===== src/rtl/dmem_pkg.sv =====
// Shared types and defaults for the M-stage data-memory responder.
// Store entries carry a full 30-bit word address so the struct is independent of ADDR_W.
package dmem_pkg;

    localparam int DEF_DEPTH  = 4;
    localparam int DEF_ADDR_W = 10;
    localparam int MAX_ADDR_W = 30;

    typedef enum logic [0:0] {
        IDLE,
        RD_WAIT
    } state_t;

    typedef struct packed {
        logic [MAX_ADDR_W-1:0] addr;
        logic [31:0]           data;
    } entry_t;

    function automatic entry_t mk_entry(input logic [MAX_ADDR_W-1:0] addr,
                                        input logic [31:0]           data);
        entry_t e;
        e.addr = addr;
        e.data = data;
        return e;
    endfunction

endpackage


===== src/rtl/store_buffer.sv =====
// Posted-write store buffer: circular FIFO with youngest-match associative lookup.
// Callers must never push when full or pop when empty.
module store_buffer
    import dmem_pkg::*;
#(
    parameter int DEPTH = DEF_DEPTH
) (
    input  logic                    clk,
    input  logic                    rst,
    input  logic                    push,
    input  entry_t                  push_entry,
    input  logic                    pop,
    input  logic [MAX_ADDR_W-1:0]   lookup_addr,
    output entry_t                  head_entry,
    output logic [$clog2(DEPTH):0]  count,
    output logic                    hit,
    output logic [31:0]             hit_data
);

    localparam int PTR_W = $clog2(DEPTH);
    localparam int CNT_W = PTR_W + 1;

    entry_t             entries [DEPTH];
    logic [DEPTH-1:0]   valid;
    logic [PTR_W-1:0]   head;
    logic [PTR_W-1:0]   tail;
    logic [PTR_W-1:0]   idx;

    always_ff @(posedge clk or negedge rst) begin
        if (!rst) begin
            head  <= '0;
            tail  <= '0;
            count <= '0;
            valid <= '0;
        end else begin
            if (pop) begin
                valid[head] <= 1'b0;
                head        <= head + PTR_W'(1);
            end
            if (push) begin
                valid[tail] <= 1'b1;
                tail        <= tail + PTR_W'(1);
            end
            count <= count + CNT_W'(push) - CNT_W'(pop);
        end
    end

    // Payload storage needs no reset; valid bits gate every read.
    always_ff @(posedge clk) begin
        if (push)
            entries[tail] <= push_entry;
    end

    assign head_entry = entries[head];

    // Walk oldest to youngest so the last match (youngest store) wins.
    always_comb begin
        hit      = 1'b0;
        hit_data = '0;
        idx      = '0;
        for (int i = 0; i < DEPTH; i++) begin
            idx = head + PTR_W'(i);
            if (valid[idx] && (entries[idx].addr == lookup_addr)) begin
                hit      = 1'b1;
                hit_data = entries[idx].data;
            end
        end
    end

endmodule


===== src/rtl/dmem_responder.sv =====
// M-stage data port responder: posted stores drain to a single-port SRAM,
// loads forward from the store buffer or take a one-cycle SRAM read with stall.
module dmem_responder
    import dmem_pkg::*;
#(
    parameter int DEPTH  = DEF_DEPTH,
    parameter int ADDR_W = DEF_ADDR_W
) (
    input  logic              clk,
    input  logic              rst,
    input  logic              memreadM,
    input  logic              memwriteM,
    input  logic [31:0]       aluoutM,
    input  logic [31:0]       writedataM,
    output logic [31:0]       readdataM,
    output logic              stallM,
    output logic              drained,
    output logic              sram_en,
    output logic              sram_we,
    output logic [ADDR_W-1:0] sram_addr,
    output logic [31:0]       sram_wdata,
    input  logic [31:0]       sram_rdata
);

    localparam int CNT_W = $clog2(DEPTH) + 1;

    state_t             state;
    logic [ADDR_W-1:0]  wa;
    logic               is_store;
    logic               is_load;
    logic               full;
    logic               push;
    logic               load_miss;
    logic               drain;
    logic               hit;
    logic [31:0]        hit_data;
    logic [CNT_W-1:0]   count;
    entry_t             head;
    logic               unused_bits;

    assign wa       = aluoutM[ADDR_W+1:2];
    // Read+write together is illegal upstream; treating it as a store keeps ordering safe.
    assign is_store = memwriteM;
    assign is_load  = memreadM & ~memwriteM;
    assign full     = (count == CNT_W'(DEPTH));
    assign push     = is_store & ~full;

    assign load_miss = (state == IDLE) & is_load & ~hit;
    assign drain     = (state == IDLE) & (count != '0) & ~load_miss;

    store_buffer #(
        .DEPTH (DEPTH)
    ) u_sb (
        .clk         (clk),
        .rst         (rst),
        .push        (push),
        .push_entry  (mk_entry(MAX_ADDR_W'(wa), writedataM)),
        .pop         (drain),
        .lookup_addr (MAX_ADDR_W'(wa)),
        .head_entry  (head),
        .count       (count),
        .hit         (hit),
        .hit_data    (hit_data)
    );

    always_ff @(posedge clk or negedge rst) begin
        if (!rst) begin
            state <= IDLE;
        end else begin
            case (state)
                IDLE:    if (load_miss) state <= RD_WAIT;
                RD_WAIT: state <= IDLE;
                default: state <= IDLE;
            endcase
        end
    end

    always_comb begin
        stallM     = load_miss | (is_store & full);
        sram_en    = load_miss | drain;
        sram_we    = drain;
        sram_addr  = load_miss ? wa : head.addr[ADDR_W-1:0];
        sram_wdata = drain ? head.data : '0;
        readdataM  = '0;
        if (state == RD_WAIT)
            readdataM = sram_rdata;
        else if (is_load && hit)
            readdataM = hit_data;
    end

    assign drained = (count == '0) && (state == IDLE);

    assign unused_bits = ^{aluoutM, head.addr};

endmodule


===== config.mk =====
export PLATFORM = sky130hd
export DESIGN_NAME = dmem_responder
export DESIGN_NICKNAME = d
export VERILOG_FILES = /design/src/rtl/dmem_pkg.sv /design/src/rtl/store_buffer.sv /design/src/rtl/dmem_responder.sv
export SDC_FILE = /design/constraint.sdc
export NUM_CORES = 1
export LEC_CHECK = 0
export ABC_AREA = 1
export BUFFER_PORTS_ARGS = -buffer_cell sky130_fd_sc_hd__buf_4
export CAP_MARGIN = 20
export CELL_PAD_IN_SITES_DETAIL_PLACEMENT = 1
export CELL_PAD_IN_SITES_GLOBAL_PLACEMENT = 2
export CORE_AREA = 2 2 227 229
export CTS_BUF_LIST = sky130_fd_sc_hd__clkbuf_16
export CTS_CLUSTER_DIAMETER = 200
export DETAILED_ROUTE_END_ITERATION = 10
export DIE_AREA = 0 0 229 231
export PLACE_DENSITY = 0.8
export SLEW_MARGIN = 10
export SYNTH_ARGS = -nofsm -noshare
export SYNTH_HDL_FRONTEND = slang
export SYNTH_HIERARCHICAL = 1
export SYNTH_SLANG_ARGS = --single-unit

===== constraint.sdc =====
create_clock -name clk -period 6.3 [get_ports clk]
set_input_delay 0.945 -clock clk [delete_from_list [all_inputs] [get_ports clk]]
set_output_delay 0.945 -clock clk [all_outputs]
set_load 0.02 [all_outputs]

After elaboration in Yosys (flattened, before gate mapping). Memories as Yosys holds them, arrays and structs flattened. Index checks and enable logic that the tools add are counted.

Bitwise operators: 17. Order comparisons: 7. Muxes and demuxes: 30. Add/sub/neg operators: 6. Equal/unequal tests: 5. Reduce and logical (&&, ||, !) cells: 10.

Operators by type and width (count): two-way mux 32 bit (7); == test 30 x 10 -> 1 bit (4); less-than comparator 2 x 3 -> 1 bit, second input constant (5); two-way mux 1 bit (13); two-way mux 10 bit (1); binary-select mux 1 bit (select 2 bit) (4); logical AND 1 bit (8); two-way mux 4 bit (2); AND 1 bit (7); NOT 1 bit (5); adder 2 x 1 -> 2 bit, second input constant (2); adder 2 bit, second input constant (2); AND 4 bit (1); demux 1 bit (select 2 bit) (2); >= comparator 2 x 1 -> 1 bit, second input constant (2); NOT 4 bit (1); OR 4 bit (1); adder 3 x 1 -> 3 bit (1); == test 3 bit, second input constant (1); logical NOT 3 bit (1); nonzero test 3 bit (1); subtractor 3 x 1 -> 3 bit (1); OR 1 bit (2); case mux 1 bit (2 select lines) (1).

RAM bits: 168. Input bits: 100. Word-level logic and storage cells: 81. Register bits after elaboration: 12. Output and inout port bits: 78. Memories: 1.

Memory list: u_sb.entries (words 4, bits a word 42, read ports 4, clocked after Yosys merged registers in 0, wr ports 1, RTL line store_buffer.sv:23) `entry_t entries [DEPTH];`.

Depth between registers and ports, before layout. Gate-level depths: netlist (run 1).

Depth in word-level cells: 14. Depth in mapped cells: 33.

Hierarchy. Netlist (run 1), hierarchy kept.

By module, submodules not included: store_buffer (cells each 2149, times used 1, area an instance 16778.6 µm²); dmem_responder (cells each 229, times used 1, area an instance 1171.1 µm²).

Least setup slack after synthesis (run 1). Ideal clock, no wire load.

Kind: register to register. Start: reg u_sb.head[1]. End: reg u_sb.count[2]. Data arrival time: 4.852 ns. Buffers on the path: 9. Stages on the path, launching flop included: 33. Slack: 1.325 ns. Cells stage by stage: dfrtp_1 > buf_2 > inv_2 > buf_2 > buf_2 > clkbuf_1 > clkbuf_1 > ha_1 > inv_2 > clkbuf_1 > nand3_1 > nand2_1 > nor2_1 > nor3_1 > nand2_1 > nor2_1 > nand2_1 > nor2_1 > buf_4 > buf_2 > nor2_1 > nand2_1 > inv_2 > nand3_2 > nand3_4 > buf_6 > inv_1 > ha_1 > inv_1 > ha_1 > inv_1 > fa_1 > xnor2_1.

Longest elaborated chain between the ends: 12. Elaborated cells between the ends (all ways): 29.

Ends and longest elaborated chain: start: declaration (RTL line store_buffer.sv:25) `logic [PTR_W-1:0] head;`; start signal: assignment (RTL line store_buffer.sv:38) `head <= head + PTR_W'(1);`; adder 2 x 1 -> 2 bit (tied with other cells) (RTL line store_buffer.sv:62) `idx = head + PTR_W'(i);`; memory read (4 x 42 bit) (tied with other cells); == test 30 x 10 -> 1 bit (tied with other cells) (RTL line store_buffer.sv:63) `if (valid[idx] && (entries[idx].addr == lookup_addr)) begin`; logical AND 1 bit or two-way mux 1 bit (tied branches) (RTL line store_buffer.sv:63); two-way mux 1 bit (2 in series) (RTL line store_buffer.sv:63); two-way mux 1 bit * (RTL line store_buffer.sv:63); net hit (RTL line dmem_responder.sv:35) `logic hit;`; NOT 1 bit * (RTL line dmem_responder.sv:48) `assign load_miss = (state == IDLE) & is_load & ~hit;`; AND 1 bit * (RTL line dmem_responder.sv:48); NOT 1 bit * (RTL line dmem_responder.sv:49) `assign drain = (state == IDLE) & (count != '0) & ~load_miss;`; AND 1 bit * (RTL line dmem_responder.sv:49); net sram_we (RTL line dmem_responder.sv:19) `output logic sram_we,`; subtractor 3 x 1 -> 3 bit * (RTL line store_buffer.sv:44) `count <= count + CNT_W'(push) - CNT_W'(pop);`; end signal: assignment (RTL line store_buffer.sv:44); end: declaration (RTL line store_buffer.sv:15) `output logic [$clog2(DEPTH):0] count,`.

Mark *: on every way through the listed nets, which the timed path passes. The rest lies on a longest branch. The select of a mux whose other input is x is not followed. A chain may end at the register's enable or synchronous reset.

Worst setup path in the final report (run 1).
Start: reg u_sb.head[0]. End: out sram_addr[9].

Longest elaborated chain between the ends: 10. Elaborated cells between the ends (all ways): 27.

Ends and longest elaborated chain: adder 2 x 1 -> 2 bit (tied with other cells) (RTL line store_buffer.sv:62); memory read (4 x 42 bit) (tied with other cells); == test 30 x 10 -> 1 bit (tied with other cells) (RTL line store_buffer.sv:63); logical AND 1 bit or two-way mux 1 bit (tied branches) (RTL line store_buffer.sv:63); two-way mux 1 bit (2 in series) (RTL line store_buffer.sv:63); two-way mux 1 bit * (RTL line store_buffer.sv:63); net hit (RTL line dmem_responder.sv:35); NOT 1 bit * (RTL line dmem_responder.sv:48); AND 1 bit * (RTL line dmem_responder.sv:48); two-way mux 10 bit * (RTL line dmem_responder.sv:82) `sram_addr = load_miss ? wa : head.addr[ADDR_W-1:0];`; end: declaration (RTL line dmem_responder.sv:20) `output logic [ADDR_W-1:0] sram_addr,`.

Marked as above.

==> results by group, run 1 <==
Run status
  – Status: finished clean

Clock tree
  – Reg clk slew, reported paths: 0.05 ns
  – TritonCTS Buffers: 36
  – Clock Latency Late Sink: 0.55 ns
  – Clock sink count: 260
  – Post-CTS Setup Bufs: 0
  – CTS tree: yes
  – H-tree Lvls: 2
  – Clock buffer depth: 3
  – Root Buffer: clkbuf_16

Worst setup path
  – Largest stage delay, worst path: 0.59 ns
  – Flop2flop setup slack: 0.90 ns
  – Arr. time, crit path: 4.93 ns
  – R2R Path Start: u_sb/head[0]$_DFFE_PN0P_
  – Slowest CP cell: nand3_2
  – Worst Path Buf+Inv: 5
  – Reg2reg path depth: 24
  – CP Capture Type: output pin
  – Crit-path leading delay family: simple AND/OR/NAND/NOR gates
  – Required time of the critical path: 5.35 ns
  – Startpoint types: flip-flop
  – Worst R2R End: u_sb/count[1]$_DFF_PN0_
  – Critical Path Fanout Max: 26
  – Crit-path most repeated cell: nand2_1
  – Worst-path cell chain: clkinv_2 > ha_4 > inv_2 > buf_12 > nand3_1 > nand2_1 > xor2_1 > nor2_1 > nand2_1 > nor2_1 > nand2_1 > nor2_4 > nor2_1 > nand2_1 > inv_2 > nand3_2 > nand2_1 > nand2_1 > buf_4
  – Path type of the worst setup path: flip-flop to output pin

STA
  – Rel. slew slack: 31.63%
  – Setup TNS Final: 0 ns
  – Slew at the pin closest to its max-slew limit: 1.024 ns
  – Final Cycle Share: 93.29%
  – RSZ-0062 raised after global routing: false
  – Slew Viols, Final: 0
  – Crit path time final: 5.877 ns
  – Setup Viol. Count Final: 0
  – Final hold violation count: 0
  – F_max: 170.1 MHz
  – Clk_skew: 0.01577 ns

Pwr
  – Worst VDD drop: 0.3448 mV
  – PD cells: 511.9 mW/mm^2
  – Leakage: 9.958 nW

Placed design
  – Post-Place Cells: 3286
  – Port Buf Inserts: 155
  – HPWL Detailed: 41.56 mm
  – Placer Congestion: 0.8230

Drt
  – Vias per cell: 5.065
  – TritonRoute pass-1 iters: 5
  – Final ANT Viol Nets: 0
  – DRC: 0
  – Initial DRC Count: 823
  – Routed vias: 16980
  – Total wire length: 63.27 mm
  – WL/cell: 18.87 microns

Hold path
  – Worst Hold Class: primary input to async pin

Global route
  – First-pass GRT wire length: 97.68 mm
  – Total GRT Usage: 23.92%
  – Via count of the first global-routing pass: 17360
  – Largest net degree at the start of global routing: 193
  – Initial antenna violation count: 0
  – GRT Residual Overflow: 0

Floorplan
  – Row count: 83
  – Total die area: 0.05290 sq mm
  – Core Region: 0.05068 sq mm
  – Initial Utilization: 35.29%
  – Chip width: 229 microns
  – Die Ht: 231 microns
  – Top Ports: 178

Logic synthesis
  – Mapped Cells: 2360
  – Post-Syn Area: 0.01788 sq mm
  – Syn Area/Cell: 7.577 sq um
  – Ys Warns: 6

Flow run
  – Max-cap violations: 0

Final layout
  – Fin nets: 2755
  – Most frequent cells in the layout: 896 x nand2_1, 339 x nand3_1, 248 x edfxtp_1, 204 x conb_1, 176 x buf_4
  – Layout cells sized above 1: 10.70%
  – Synth-to-Final Area Change: 19.59%
  – ANT cells: 0
  – Layout Cells excl Fill: 3352
  – Commonest non-fill, non-tap cell in the layout: nand2_1
## worst max path at each step
stage | startpoint | endpoint | slack [ns] | cells after the start
after floorplan | u_sb/head[1]$_DFFE_PN0P_ | u_sb/count[2]$_DFF_PN0_ | 1.32 | 32
after global placement | u_sb/head[0]$_DFFE_PN0P_ | readdataM[27] | 0.89 | 20
after detailed placement | u_sb/head[0]$_DFFE_PN0P_ | readdataM[27] | 0.83 | 20
after CTS | u_sb/head[0]$_DFFE_PN0P_ | readdataM[27] | 0.24 | 20
after global routing | u_sb/head[0]$_DFFE_PN0P_ | sram_addr[9] | 0.12 | 19
final | u_sb/head[0]$_DFFE_PN0P_ | sram_addr[9] | 0.42 | 19
## worst register-to-register path: stages, from the launching register on
cell and delay (ns):
dfrtp_4 0.44, clkinv_2 0.10, ha_4 0.32, inv_2 0.43, buf_12 0.27, nand3_1 0.12
nand2_1 0.23, o21ai_0 0.12, nor3_1 0.22, nand2_1 0.08, nor2_1 0.10, nand2_1 0.12
nor2_4 0.14, nor2_1 0.06, nand2_1 0.10, inv_2 0.23, nand3_2 0.18, nand3_4 0.40
inv_1 0.49, ha_1 0.31, inv_1 0.06, ha_1 0.14, inv_1 0.05, fa_1 0.52
inv_1 0.05
## sequential cells by signal, indices dropped and copies added, names as in the netlist
register	cells
u_sb/entries	248
u_sb/valid	4
u_sb/count	3
u_sb/head	2
u_sb/tail	2
state	1
## per-stage QoR
stage / util (%) / instance area [sq um] / total power (W) / hold slack (ns) / worst slack, ns
detailed placement: 39.90 / 20220 / 0.008927 / 0.4986 / 0.8326
global route: 42.20 / 21390 / 0.01188 / 0.2184 / 0.1210
global placement: 39.90 / 20220 / 0.008737 / 0.4618 / 0.8862
floorplan: - / 18640 / 0.006903 / 0.4415 / 1.325
CTS: 42.19 / 21380 / 0.01100 / 0.2050 / 0.2407
finish: 42.20 / 21390 / 0.01095 / 0.2316 / 0.4227
## layer usage
layer | wire length [microns] | vias up | global-route usage [%]
met3 | 2591 | 69 | 3.187
met5 | 0 | - | 0
met1 | 28150 | 8339 | 30.67
met2 | 31210 | 284 | 42.21
met4 | 1311 | 0 | 6.514
li1 | - | 8286 | -
## timing repair
action | in CTS | in global routing
endpoints found under the setup margin | 0 | 11
hold buffers | 0 | 0
gates resized for setup | 0 | 1
## power by group
group          switching, W  total [W]  internal (W)
clock              0.000803    0.00201       0.00121
sequential         0.000165    0.00247       0.00231
combinational       0.00453    0.00646       0.00193
## layout make-up
cell class / count / area [sq um]
sequential: 260 / 7752
clock buffer: 38 / 950.9
clock inverter: 28 / 210.2
inverter: 157 / 603.1
tap: 680 / 850.8
fill: 6336 / 29290
timing repair buffer: 181 / 1413
multi-input combinational: 2008 / 9605
No activity file was read; power rests on OpenSTA's default activity.
==> run 2, diff against run 1 <==
- BUFFER_PORTS_ARGS: -buffer_cell sky130_fd_sc_hd__buf_4 -> -buffer_cell sky130_fd_sc_hd__buf_2
==> results by group, run 2 (synthesized netlist as in run 1, its figures left out) <==
Run status
  – Status: finished clean

Floorplan
  – Row count: 83
  – Chip width: 229 microns
  – Initial Utilization: 35.29%
  – Top Ports: 178
  – Core Region: 0.05068 sq mm
  – Die Ht: 231 microns
  – Total die area: 0.05290 sq mm

Pwr
  – PD cells: 510.2 mW/mm^2
  – Worst VDD drop: 0.6455 mV
  – Leakage: 9.823 nW

Global route
  – Total GRT Usage: 23.40%
  – First-pass GRT wire length: 95.73 mm
  – GRT Residual Overflow: 0
  – Via count of the first global-routing pass: 17140
  – Initial antenna violation count: 1
  – Largest net degree at the start of global routing: 191

Worst setup path
  – Path type of the worst setup path: flip-flop to output pin
  – R2R Path Start: u_sb/head[0]$_DFFE_PN0P_
  – Reg2reg path depth: 23
  – Flop2flop setup slack: 0.96 ns
  – Critical Path Fanout Max: 190
  – Arr. time, crit path: 4.93 ns
  – Required time of the critical path: 5.35 ns
  – Worst R2R End: u_sb/count[2]$_DFF_PN0_
  – CP startpoint: u_sb/head[0]$_DFFE_PN0P_
  – Startpoint types: flip-flop
  – CP Capture Type: output pin

Drt
  – Wire length on met3: 2.215 mm
  – WL/cell: 18.69 microns
  – Final ANT Viol Nets: 0
  – Vias per cell: 5.092
  – Total wire length: 62.59 mm
  – TritonRoute pass-1 iters: 5
  – Top routing layer in use: met5
  – Met2 wire len: 30.34 mm
  – WL met1: 28.52 mm
  – Initial DRC Count: 870
  – Routed vias: 17050
  – DRC: 0

STA
  – RSZ-0062 raised after global routing: false
  – F_max: 170.3 MHz
  – Final hold violation count: 0
  – Final Cycle Share: 93.20%
  – Slew at the pin closest to its max-slew limit: 1.065 ns
  – Clk_skew: 0.01954 ns
  – Rel. slew slack: 29.00%
  – Setup Viol. Count Final: 0
  – Slew Viols, Final: 0
  – Setup TNS Final: 0 ns
  – Crit path time final: 5.871 ns
  – Hold Worst Slack: 0.2699 ns

Final layout
  – Fillers: 6471
  – Fin nets: 2753
  – ANT cells: 0
  – Top reg by flops: u_sb/entries
  – Area of the multi-input gates: 0.009605 sq mm
  – Synth-to-Final Area Change: 16.92%
  – Most frequent cells in the layout: 896 x nand2_1, 339 x nand3_1, 248 x edfxtp_1, 204 x conb_1, 155 x buf_2
  – Register area: 0.007752 sq mm
  – Final core utilization: 41.26%
  – Largest regs: u_sb/entries: 248 flops, u_sb/valid: 4 flops, u_sb/count: 3 flops
  – Layout cells sized above 1: 10.53%
  – Commonest non-fill, non-tap cell in the layout: nand2_1
  – Max FFs per register: 248

Clock tree
  – TritonCTS Buffers: 36
  – CTS Hold Buffers Added: 0
  – H-tree Lvls: 2
  – Clock buffer depth: 3
  – CTS tree: yes
  – Root Buffer: clkbuf_16
  – # resized after CTS: 0
  – Clock Latency Late Sink: 0.55 ns
  – Reg clk slew, reported paths: 0.06 ns
  – Clock sink count: 260
  – Post-CTS Setup Bufs: 0

Hold path
  – Worst Hold Class: primary input to async pin

Placed design
  – Port Buf Inserts: 155
  – HPWL Detailed: 40.90 mm
  – Placer Congestion: 0.8303

Flow run
  – Max-cap violations: 0
==> run 2: cell count changes in the layout (fill, tap and decap cells not counted), sizes merged <==
| cell | delta |
|---|---|
| buf | -2 |
| clkbuf | -1 |
| clkinvlp | +1 |
| inv | +5 |
| bufinv | -2 |
| clkinv | -4 |
==> run 2: cell type report <==
| cell class | instances | area share [%] |
|---|---|---|
| multi-input combinational | 2008 | 45.94 |
| sequential | 260 | 37.08 |
| timing repair buffer | 179 | 4.811 |
| clock buffer | 37 | 4.428 |
| tap | 680 | 4.069 |
| inverter | 157 | 2.884 |
| clock inverter | 28 | 0.7840 |
==> run 2: metal layers <==
layer	GRT usage, %	vias to the layer above
met5	0	-
met4	7.346	2
met3	2.779	88
met2	40.31	286
met1	30.67	8398
li1	-	8279
==> run 2: power by group <==
group | internal [W] | switching [W] | leakage, nW
Combinational | 0.00179 | 0.00450 | 6.85
Clock | 0.00110 | 0.000800 | 0.556
Sequential | 0.00230 | 0.000163 | 2.41
==> run 2: how the worst max path moves through the flow <==
stage / endpoint / slack, ns / depth (start not counted)
after floorplan: u_sb/count[2]$_DFF_PN0_ / 1.32 / 32
after global placement: sram_we / 1.05 / 16
after detailed placement: u_sb/count[2]$_DFF_PN0_ / 1.00 / 23
after CTS: sram_we / 0.40 / 18
after global routing: sram_we / 0.11 / 18
final: readdataM[30] / 0.43 / 17
==> run 2: critical path, cell delays in order, from the launching register on <==
cell      delay (ns)
dfrtp_4         0.44
clkinv_2        0.10
ha_4            0.29
buf_12          0.61
nand3_1         0.17
nand2_1         0.16
o21ai_0         0.10
nor2_1          0.21
nand3_1         0.10
nor2_1          0.20
nand2_1         0.16
nor2_4          0.16
buf_4           0.67
o211ai_1        0.21
nand2_1         0.13
nand2_1         0.11
o21ai_1         0.17
buf_2           0.20
==> run 2: per-stage QoR <==
stage / cell area (sq um) / std cells / power (W) / setup slack (ns)
final: 20910 / 3349 / 0.01067 / 0.4285
after global routing: 20910 / 3349 / 0.01157 / 0.1094
after CTS: 20890 / 3348 / 0.01071 / 0.4010
after detailed placement: 19800 / 3283 / 0.008755 / 1.001
after global placement: 19800 / 3283 / 0.008586 / 1.049
after floorplan: 18640 / 2563 / 0.006903 / 1.325
